[config.mk]
export PLATFORM = sky130hd
export DESIGN_NAME = imem_boot_loader
export DESIGN_NICKNAME = d
export VERILOG_FILES = /design/src/rtl/imem_boot_loader.sv
export SDC_FILE = /design/constraint.sdc
export NUM_CORES = 1
export LEC_CHECK = 0
export BUFFER_PORTS_ARGS = -buffer_cell sky130_fd_sc_hd__buf_2
export CAP_MARGIN = 20
export CORE_ASPECT_RATIO = 0.75
export CORE_UTILIZATION = 34
export CTS_CLUSTER_DIAMETER = 120
export DETAILED_ROUTE_END_ITERATION = 16
export SYNTH_ARGS = -nofsm -noshare
export SYNTH_HDL_FRONTEND = slang
export SYNTH_SLANG_ARGS = --single-unit
[constraint.sdc]
create_clock -name clk -period 1.8 [get_ports clk]
set_input_delay 0.09 -clock clk [delete_from_list [all_inputs] [get_ports clk]]
set_output_delay 0.09 -clock clk [all_outputs]
set_load 0.05 [all_outputs]
[src/rtl/imem_boot_loader.sv]
// imem_boot_loader
//   Byte-stream program loader placed in front of Single_Cycle_Top. After
//   reset it accepts a framed image (LEN_LO, LEN_HI, 4*N payload bytes, one
//   XOR checksum byte), writes each assembled 32-bit word into the
//   instruction-memory write port and, once the checksum matches, releases
//   the core from reset. A bad length or checksum parks the loader in an
//   error state with the core still held in reset.
//
// Handshake: a byte transfers on a rising clk edge where in_valid and
//   in_ready are both 1; in_data is ignored at every other edge.
//
// Ports
//   clk          system clock, rising-edge
//   rst          asynchronous active-low reset
//   in_valid     in_data holds a byte
//   in_data      stream byte
//   in_ready     loader accepts a byte this cycle (registered)
//   imem_we      instruction-memory write strobe, one cycle per word
//   imem_addr    word address of the write (held while imem_we=0)
//   imem_wdata   word to write (held while imem_we=0)
//   core_rst     active-low reset for the core; 1 only after a verified load
//   done         image loaded and verified
//   error        image rejected
//   words_loaded number of imem_we pulses since reset
//   state_dbg    current FSM state, for observation only
module imem_boot_loader #(
   parameter int ADDR_WIDTH = 10,
   parameter int MAX_WORDS  = 1024
) (
   input  logic                  clk,
   input  logic                  rst,
   input  logic                  in_valid,
   input  logic [7:0]            in_data,
   output logic                  in_ready,
   output logic                  imem_we,
   output logic [ADDR_WIDTH-1:0] imem_addr,
   output logic [31:0]           imem_wdata,
   output logic                  core_rst,
   output logic                  done,
   output logic                  error,
   output logic [15:0]           words_loaded,
   output logic [2:0]            state_dbg
);

   // Loading states are encoded 0..3 so "still loading" is simply !state[2].
   localparam logic [2:0] S_LEN_LO  = 3'd0;
   localparam logic [2:0] S_LEN_HI  = 3'd1;
   localparam logic [2:0] S_PAYLOAD = 3'd2;
   localparam logic [2:0] S_CHECK   = 3'd3;
   localparam logic [2:0] S_RUN     = 3'd4;
   localparam logic [2:0] S_ERROR   = 3'd5;

   // 17 bits so a 16-bit length can be compared without truncation.
   localparam logic [16:0] MAX_LEN = 17'(MAX_WORDS);

   logic [2:0]  state, state_nxt;
   logic [7:0]  len_lo;
   logic [15:0] len;
   logic [15:0] word_idx;
   logic [1:0]  byte_idx;
   logic [7:0]  csum;
   logic [23:0] word_buf;   // lanes 0..2 of the word being assembled

   logic        accept;
   logic [15:0] len_full;
   logic        last_word;

   assign accept    = in_valid & in_ready;
   assign len_full  = {in_data, len_lo};
   assign last_word = (word_idx == len - 16'd1);
   assign state_dbg = state;

   always_comb begin
      state_nxt = state;
      case (state)
         S_LEN_LO:  if (accept) state_nxt = S_LEN_HI;
         S_LEN_HI:
            if (accept) begin
               if ({1'b0, len_full} > MAX_LEN) state_nxt = S_ERROR;
               else if (len_full == 16'd0)     state_nxt = S_CHECK;
               else                            state_nxt = S_PAYLOAD;
            end
         S_PAYLOAD: if (accept && byte_idx == 2'd3 && last_word) state_nxt = S_CHECK;
         S_CHECK:
            if (accept) state_nxt = (in_data == csum) ? S_RUN : S_ERROR;
         S_RUN:     state_nxt = S_RUN;
         S_ERROR:   state_nxt = S_ERROR;
         default:   state_nxt = S_ERROR;
      endcase
   end

   always_ff @(posedge clk or negedge rst) begin
      if (!rst) begin
         state        <= S_LEN_LO;
         in_ready     <= 1'b0;
         imem_we      <= 1'b0;
         imem_addr    <= '0;
         imem_wdata   <= '0;
         core_rst     <= 1'b0;
         done         <= 1'b0;
         error        <= 1'b0;
         words_loaded <= '0;
         len_lo       <= '0;
         len          <= '0;
         word_idx     <= '0;
         byte_idx     <= '0;
         csum         <= '0;
         word_buf     <= '0;
      end else begin
         state    <= state_nxt;
         in_ready <= ~state_nxt[2];
         done     <= (state_nxt == S_RUN);
         core_rst <= (state_nxt == S_RUN);
         error    <= (state_nxt == S_ERROR);
         imem_we  <= 1'b0;

         if (accept) begin
            case (state)
               S_LEN_LO: len_lo <= in_data;
               S_LEN_HI: len    <= len_full;
               S_PAYLOAD: begin
                  csum     <= csum ^ in_data;
                  byte_idx <= byte_idx + 2'd1;
                  case (byte_idx)
                     2'd0: word_buf[7:0]   <= in_data;
                     2'd1: word_buf[15:8]  <= in_data;
                     2'd2: word_buf[23:16] <= in_data;
                     default: begin
                        // Write path has its own registers, so the byte
                        // stream never stalls while a word is written.
                        imem_we      <= 1'b1;
                        imem_addr    <= ADDR_WIDTH'(word_idx);
                        imem_wdata   <= {in_data, word_buf};
                        word_idx     <= word_idx + 16'd1;
                        words_loaded <= words_loaded + 16'd1;
                     end
                  endcase
               end
               default: ;
            endcase
         end
      end
   end

endmodule

==> results.json <==
{
  "outcome": "finished with violations",
  "violations": "setup timing",
  "min_to": "csum[5]",
  "power.density_nw_per_um2": 919,
  "portBuffers": 76,
  "clockRootBuffer": "clkbuf_16",
  "start_util_pct": 35.2,
  "cellLeakagePower_nw": 4.06,
  "rows": 42,
  "fin_ws_ns": -0.0440,
  "core_area_sq_um": 17900,
  "yosysTopAreaCellShare_pct": 55.4,
  "hold_viol_final": 0,
  "skew_ns": 0.0151,
  "io_pins": 77,
  "cts_tree": "done",
  "fin_nets": 605,
  "routedWlPerCell_um": 16.5,
  "antenna_cells": 0,
  "gp_congestion": 0.843,
  "grt_pass1_vias": 4241,
  "finalNonFillerCells": 842,
  "vdd_drop_max_mv": 0.567,
  "synth_flop_cell": "dfrtp_1",
  "multi_input_area_sq_um": 2700,
  "drive_above_1_share_pct": 44.7,
  "ys_async_sr_fraction_pct": 100,
  "cp-start-kind": "register",
  "ant_nets": 0,
  "fill_cells": 1659,
  "yosysMostFrequentCell": "dfrtp_1",
  "drt-vias-per-instance": 4.85,
  "seq_area_sq_um": 3480,
  "rsz0062_at_grt": "true",
  "fin_tns_setup_ns": -0.0440,
  "setup_viol_count_final": 1,
  "rrSetupSlack_ns": -0.04,
  "period_needed_ns": 1.84,
  "stdcell_area_sq_um": 7910,
  "synth_cell_types": 52,
  "max_cap_violations": 0,
  "ys_ff_latch": 139,
  "syn-num-nets": 497,
  "vias": 4080,
  "ctsLongestPathBuffers": 2,
  "synth_cells": 479,
  "required_ns": 2.10,
  "hold_path.class": "input port to register",
  "seq_area_frac_synth_pct": 55.4,
  "ys_top_cells_by_area": "dfrtp_1 55%, mux2_2 16%, xnor2_1 6.3%",
  "end_kind": "register",
  "drc_errors": 0,
  "antenna_found_initial": 0,
  "area_growth_syn_to_layout_pct": 26.0,
  "cts_sinks": 139,
  "dp_hpwl_um": 9840,
  "die_w_um": 159,
  "yosysTopAreaCell": "dfrtp_1",
  "grt_max_degree": 53,
  "final_util_pct": 44.3,
  "dp.cells": 805,
  "placed_cell_area_sq_um": 7080,
  "grt_first_pass_wirelength_um": 22800,
  "relSlewSlack_pct": 74.0,
  "crit_arrival_ns": 2.14,
  "hold_start": "in_data[5]",
  "htree_num_levels": 4,
  "path_max_fanout": 4,
  "ys_top_cells_by_count": "139 x dfrtp_1, 92 x mux2_2, 45 x xnor2_1",
  "fin_crit_sh_pct": 102,
  "cts_buffers": 17,
  "path_clk_slew_ns": 0.06,
  "netlist_area_sq_um": 6280,
  "grt_usage_pct": 15.5,
  "power_mw": 7.27,
  "synth_area_per_cell_sq_um": 13.1,
  "firstDrtPassIters": 4,
  "clk_latency_ns": 0.42,
  "dieArea_sq_um": 19000,
  "drt-total-wl_um": 13900,
  "grt_overflow_total": 0,
  "yosys_warnings": 0,
  "dp_slack_ns": -0.233,
  "synth_edf_count": 0,
  "hold_depth": 3,
  "reg2reg_depth": 7,
  "hold_ws_ns": 0.0258,
  "r2r-end": "state_dbg[0]",
  "timing.rr.start": "len[0]",
  "slew_violations": 0,
  "path_class": "register to register",
  "worstMarginPinSlew_ns": 0.384,
  "dr.first_iter.drc_count": 209,
  "die_h_um": 120,
  "fmax_mhz": 542
}
==> power by group <==
group / total (mW) / internal, mW / switching, mW
clock: 3.98 / 2.68 / 1.30
sequential: 3.13 / 3.13 / 0
combinational: 0.161 / 0.0423 / 0.119
total: 7.27 / 5.85 / 1.42
==> critical path: stages, from the launching register on <==
cell	delay, ns
dfrtp_1	0.38
inv_1	0.10
ha_4	0.15
nor4b_4	0.25
nand3_2	0.14
nor4_2	0.28
o22ai_1	0.14
o41ai_2	0.30
==> registers in the layout, summed over array words and instances, names as in the netlist <==
name / flops
len_lo: 8
state_dbg: 3
csum: 8
word_idx: 16
byte_idx: 2
len: 16
error: 1
word_buf: 24
imem_wdata: 32
words_loaded: 16
imem_addr: 10
done: 1
imem_we: 1
in_ready: 1
==> cell families after synthesis <==
family          count (synthesis)  share of synthesized area [%]
compound gates                 22                           2.89
simple gates                  120                           11.1
xor+xnor                       65                           9.06
fa+ha+maj                       7                           1.39
buf+inv                        32                           3.37
mux                            94                           16.8
flops                         139                           55.4
==> placed cells by master (no fill, tap or decap), drive strengths merged, types with 4 or more instances in the layout <==
| master | netlist | layout |
|---|---|---|
| nor3 | 10 | 10 |
| and2 | 12 | 12 |
| bufinv | 0 | 6 |
| buf | 15 | 113 |
| clkbuf | 10 | 22 |
| xnor2 | 45 | 45 |
| xor2 | 20 | 20 |
| nand3 | 15 | 15 |
| dfrtp | 139 | 139 |
| nor2 | 12 | 12 |
| nand4 | 9 | 9 |
| nand2 | 32 | 32 |
| inv | 7 | 8 |
| and4 | 4 | 4 |
| and3 | 4 | 4 |
| mux2 | 92 | 92 |
| nor4 | 7 | 7 |
| nor2b | 5 | 5 |
| ha | 7 | 7 |
==> what timing repair did <==
action                                 4_1_cts  5_1_grt
gates resized for setup                     15       16
pin swaps                                    8        1
setup endpoints to repair                   22       24
hold buffers                                 1        0
setup buffers                                3        1
endpoints found under the hold margin      139        0
==> worst max-delay path by stage <==
stage	start	to	slack (ns)	depth (start not counted)
finish	len[0]	state_dbg[0]	-0.04	7
floorplan	state_dbg[0]	imem_addr[0]	-0.05	5
global placement	state_dbg[0]	state_dbg[0]	-0.16	5
global route	len[0]	state_dbg[0]	-0.18	7
detailed placement	state_dbg[0]	state_dbg[0]	-0.23	5
CTS	len[0]	state_dbg[0]	-0.05	7
==> layer usage <==
| metal | part of all wire [%] | vias up | GRT usage (%) |
|---|---|---|---|
| met4 | 0.53 | 0 | 3.97 |
| li1 | - | 1890 | - |
| met2 | 45 | 94 | 23.4 |
| met3 | 4.0 | 6 | 4.25 |
| met1 | 50 | 2090 | 21.8 |
| met5 | 0 | - | 0 |
==> final cells by class <==
| class | count | share of cell area (%) |
|---|---|---|
| flip-flops and latches | 139 | 44.0 |
| clock inverters | 10 | 2.67 |
| repair buffers | 114 | 9.16 |
| well taps | 242 | 3.83 |
| clock buffers | 22 | 5.87 |
| multi-input cells | 308 | 34.1 |
| inverters | 7 | 0.332 |
Power figures use the tool's default switching activity.
